$ cat config.mk
export PLATFORM = sky130hd
export DESIGN_NAME = mux_2to1
export DESIGN_NICKNAME = d
export VERILOG_FILES = /design/src/rtl/mux_2to1.sv
export SDC_FILE = /design/constraint.sdc
export NUM_CORES = 1
export LEC_CHECK = 0
export CORE_MARGIN = 2
export CORE_UTILIZATION = 35
export CTS_CLUSTER_SIZE = 8
export DETAILED_ROUTE_END_ITERATION = 7
export PLACE_DENSITY_LB_ADDON = 0.25
export SETUP_SLACK_MARGIN = 0.3
export SYNTH_ARGS = -nofsm -noshare
export SYNTH_HDL_FRONTEND = slang
export SYNTH_SLANG_ARGS = --single-unit
export TNS_END_PERCENT = 20
$ cat constraint.sdc
create_clock -name Clk -period 4.95 [get_ports Clk]
set_clock_uncertainty 0.15 [all_clocks]
set_input_delay 0.99 -clock Clk [delete_from_list [all_inputs] [get_ports Clk]]
set_output_delay 0.99 -clock Clk [all_outputs]
set_load 0.05 [all_outputs]
$ cat src/rtl/mux_2to1.sv
// Two-input selector with a combinational output and an enabled, registered copy
// that also counts how many captures took the True input.
// Optional macro MUX_PARITY_EN adds Parity_r, the XOR parity of the captured value.
module mux_2to1 #(
   parameter int DATA_WIDTH = 21,
   parameter int CNT_WIDTH  = 16
) (
   input  logic                  Clk,
   input  logic                  Rst_n,
   input  logic [DATA_WIDTH-1:0] True,
   input  logic [DATA_WIDTH-1:0] False,
   input  logic                  Cond,
   input  logic                  En,
   output logic [DATA_WIDTH-1:0] Out,
   output logic [DATA_WIDTH-1:0] Out_r,
   output logic                  Valid_r,
`ifdef MUX_PARITY_EN
   output logic                  Parity_r,
`endif
   output logic [CNT_WIDTH-1:0]  Sel_cnt
);

   logic [DATA_WIDTH-1:0] w_sel;
   logic [DATA_WIDTH-1:0] r_out;
   logic                  r_valid;
   logic [CNT_WIDTH-1:0]  r_cnt;
   logic                  w_cnt_full;

   // Only a definite 1 on Cond picks True; anything else falls to False.
   always_comb begin
      w_sel = False;
      if (Cond == 1'b1) w_sel = True;
   end

   assign w_cnt_full = &r_cnt;

   always_ff @(posedge Clk or negedge Rst_n) begin
      if (!Rst_n) begin
         r_out   <= '0;
         r_valid <= 1'b0;
         r_cnt   <= '0;
      end else if (En) begin
         r_out   <= w_sel;
         r_valid <= 1'b1;
         if (Cond == 1'b1 && !w_cnt_full) r_cnt <= r_cnt + CNT_WIDTH'(1);
      end
   end

`ifdef MUX_PARITY_EN
   logic r_par;

   always_ff @(posedge Clk or negedge Rst_n) begin
      if (!Rst_n)  r_par <= 1'b0;
      else if (En) r_par <= ^w_sel;
   end

   assign Parity_r = r_par;
`endif

   assign Out     = w_sel;
   assign Out_r   = r_out;
   assign Valid_r = r_valid;
   assign Sel_cnt = r_cnt;

endmodule

---- Word-level counts from Yosys, hierarchy flattened ----
Cells that the tools add are included.
storage, ports and cells
  bits in registers ....................... 38
  input bits .............................. 46
  output and inout port bits .............. 59
operators by class
  reductions and logical operators ........ 4
  multiplexer cells ....................... 1
  add/sub/neg operators ................... 1
operator list
  operator                 count
  $mux W21                 1
  $add A16 B1 Y16 const B  1
  $reduce_and A16 Y1       1
  $reduce_and A2 Y1        1
  $logic_and A1 B1 Y1      1
  $logic_not A1 Y1         1

---- Longest topological paths before layout ----
  depth in word-level cells ............... 4
  mapped depth ............................ 5
  depth with buffers taken out ............ 5

---- Worst setup path after synthesis ----
No wires, ideal clock.
  path kind ............................... in2out
  start ................................... input Cond
  end ..................................... output Out[0]
  setup slack ............................. 2.155 ns
  cell stages on the path ................. 2
  arrival time ............................ 1.655 ns
  path buffers ............................ 1
  data required time ...................... 3.810 ns
  cells stage by stage .................... buf_2 -> mux2_2
between the ends
  longest elaborated chain between the ends .. 1
ends and longest elaborated chain
  item                RTL line  source
  start: declaration  12        input logic Cond,
  $mux W21            32        if (Cond == 1'b1) w_sel = True;
  end: declaration    14        output logic [DATA_WIDTH-1:0] Out,
Every way passes these cells.

---- Worst setup path in the final report ----
  start ................................... input Cond
  end ..................................... output Out[18]
The elaborated chain is that of the path after synthesis.

==> summary.txt <==
Worst setup path
  – Critical path arrival: approximately 2900 ps
  – Worst R2R Path Depth: 5
  – CP Buf/Inv Count: 3
  – FF-to-FF End: Sel_cnt[1]
  – Crit-path leading delay family: buffers and inverters
  – Slowest CP cell: clkdlybuf4s50_1
  – Worst reg-to-reg setup slack: around 3000 ps
  – Crit. End Element: output pin
  – CP Max Fanout: 23
  – Critical path, cell by cell: clkdlybuf4s50_1, buf_4, mux2_2, clkdlybuf4s50_1
  – Data required, critical path: around 3800 ps
  – Worst Setup Start Kind: input pin
  – Largest stage delay, worst path: 700 ps
  – CP Class: input pin to output pin
  – Cell mode on critical path: clkdlybuf4s50_1
  – Worst r2r src: Sel_cnt[0]

Place
  – Hpwl dp: 3.434 mm
  – GP Congestion: 0.7331
  – Port buffer count: approximately 100

Power and ir drop
  – Leakage power: roughly 1.2 nW
  – Total power: between 1 and 1.5 mW
  – Seq pwr share: between 30% and 40%
  – VDD IR-drop max: 0.0003995 V
  – NetSw: around 0.43 mW
  – Clock power frac: between 20% and 30%
  – Sw Share: roughly two fifths
  – Pint: slightly below 0.7 mW
  – Combinational share of power: a little over two fifths
  – Power per cell area: around 360 nW/µm²

Clock network
  – Clock latency at the later pin of the worst-skew pair: around 280 ps
  – CTS Hold Bufs: 0
  – PostCTS Resize Cnt: 0
  – Inserted Clock Buffers: 5
  – H-tree Lvls: 2
  – Register clock-pin slew on the reported worst setup and hold paths: roughly 70 ps
  – Setup repair bufs after CTS: 0
  – Root buf cell: clkbuf_8
  – CTS tree: done
  – Max clock buf depth: 2
  – CTS Sinks: 38

Floorplan
  – Die Area: just under 6000 µm²
  – Die Y-Extent: ~77 µm
  – Core area: 5107 µm²
  – Site Rows: 26
  – Top Ports: approximately 110
  – Chip Width: 76.62 µm
  – Initial Utilization: a little over a third

GRT
  – Vias in the first global route: roughly 1600
  – First-pass GRT wire length: just under 8 mm
  – Largest net degree at the start of global routing: 39
  – Global route total overflow: 0
  – Overall global routing resource usage: between 10% and 20%
  – Initial antenna violation count: 0

Timing
  – Final hold violations: 0
  – RSZ-0062 raised after global routing: no
  – Minimum clock period: between 3000 and 4000 ps
  – Setup violators final: 0
  – Final critical-path share of the clock period: between 80% and 90%
  – FMAX: 0.2503 GHz
  – Slew Viols, Final: 0
  – Total negative setup slack: 0 ps
  – Worst-margin pin slew: roughly 840 ps
  – Worst slew margin: 43.74%

Cells and area
  – Antenna diode count: 0
  – Layout cells sized above 1: 24.50%
  – Final Net Count: between 200 and 300
  – Layout Area Growth over Synthesis: 66.37%

Outcome
  – Status: finished clean

Yosys
  – Synth unique cells: 30
  – Post-Syn Nets: ~190
  – Post-synthesis mux area share: 26.98%
  – Post-synthesis simple-gate area fraction: about an eighth
  – Largest family of logic cells by synthesized area: multiplexers
  – Synth Area in Compound Gates: under 10%
  – Area contributors post-synth: dfrtp_1 52%, mux2_2 26%, xnor2_1 2.4%
  – Synth top area share: 51.53%
  – Synth Area in XOR/XNOR: roughly 4.7%
  – Synth Area in Adders: less than 1%
  – Register area share after synthesis: about half
  – Leading area contributor after synthesis: dfrtp_1
  – Register bit count reported by yosys: 38
  – Cell Area, Synth: roughly 1800 µm²
  – Post-synthesis area per instance: ~13 µm²
  – Post-synthesis cell count: between 100 and 150
  – Warnings from Yosys: 0

Detailed routing
  – Final wirelength: approximately 4.6 mm
  – DRT Pass-1 Iters: 4
  – Number of vias per cell: ~4.7
  – Initial DRC Count: 44
  – ANT nets after route: 0
  – WL per Instance: 14.29 µm
  – Via count: about 1500
  – Drc violations: 0

Min path
  – WHS Endpoint: Valid_r
  – Hold Crit Class: flop to flop
  – Hold Startpoint: Valid_r
  – Hold depth: 1

Flow run
  – Max-cap violations: 0
power groups by stage:
stage	Clock, mW	Sequential (mW)	Combinational, mW
6_report	0.244	0.397	0.466
5_1_grt	0.264	0.404	0.488
4_1_cts	0.252	0.397	0.471
3_5_place_dp	0	0.403	0.469
3_3_place_gp	0	0.402	0.467
2_1_floorplan	0	0.553	0.138
area by class of cell:
class                           count  area (µm²)
Multi-Input combinational cell     96       867.1
Tap cell                           70       87.58
Clock buffer                        8       110.1
Fill cell                         435        2037
Timing Repair Buffer              106        1051
Sequential cell                    38       950.9
Inverter                            1       3.754
cell usage in the layout, fill, tap and decap left out, types with 3 or more instances in the layout:
cell type        instances
and3_1                   3
clkbuf_8                 8
clkdlybuf4s50_1        103
dfrtp_1                 38
mux2_2                  42
nand2_1                  4
nand3_1                  8
nand4_1                  4
nor3_1                   3
xnor2_1                  5
xor2_1                   5
how the worst max path moves through the flow:
stage	depth (start not counted)	start	end
after floorplan	2	Cond	Out[0]
after global placement	4	Cond	Out[8]
after detailed placement	4	Cond	Out[9]
after CTS	4	Cond	Out[9]
after global routing	4	Cond	Out[9]
final	4	Cond	Out[18]
cells by family after synthesis:
| group | Yosys count |
|---|---|
| flip-flops | 38 |
| buffers and inverters | 6 |
| AND/OR/NAND/NOR | 34 |
| AO/OA/AOI/OAI | 7 |
| XOR/XNOR | 10 |
| multiplexers | 44 |
| adder cells (fa/ha/maj) | 1 |
layer usage:
| layer | wire (µm) | GRT usage (%) |
|---|---|---|
| met1 | 1999 | 19.97 |
| met2 | 2197 | 27.61 |
| met3 | 304 | 4.502 |
| met4 | 59 | 6.000 |
| met5 | 0 | 0 |
flip-flops by register name (all words and copies together), names as in the netlist:
| name | flops |
|---|---|
| Out_r | 21 |
| Sel_cnt | 16 |
| Valid_r | 1 |
synthesized netlist by cell type, drive strengths merged:
cell and n:
o21a 2, or2 1, a21oi 1, a41oi 1, and3 3, a31oi 2
dfrtp 38, mux2i 1, and4 2, nor3 4, o211ai 1, xnor2 5
mux2 43, nor4b 1, nand4 5, xor2 5, and4b 1, ha 1
nor2 3, inv 1, buf 4, nand2 4, nand3 8, nor3b 2
clkbuf 1
worst register-to-register path: stages (launching register included):
cell     delay (ps)
dfrtp_1         410
ha_1            330
nand4_2         180
and4b_4         410
nor2_2           60
mux2_4          290
metrics by stage:
step | instance area [µm²] | worst slack [ps] | cells | utilization (%) | hold slack [ps]
floorplan | 1846 | 2155 | 140 | - | 544.4
global placement | 2960 | 943.4 | 311 | 57.96 | 301.0
detailed placement | 2960 | 943.5 | 311 | 57.96 | 301.5
CTS | 3070 | 943.1 | 319 | 60.12 | 318.4
global route | 3070 | 882.3 | 319 | 60.12 | 330.3
finish | 3070 | 954.9 | 319 | 60.12 | 313.1
Note: power is estimated with default switching activity, not from simulation.
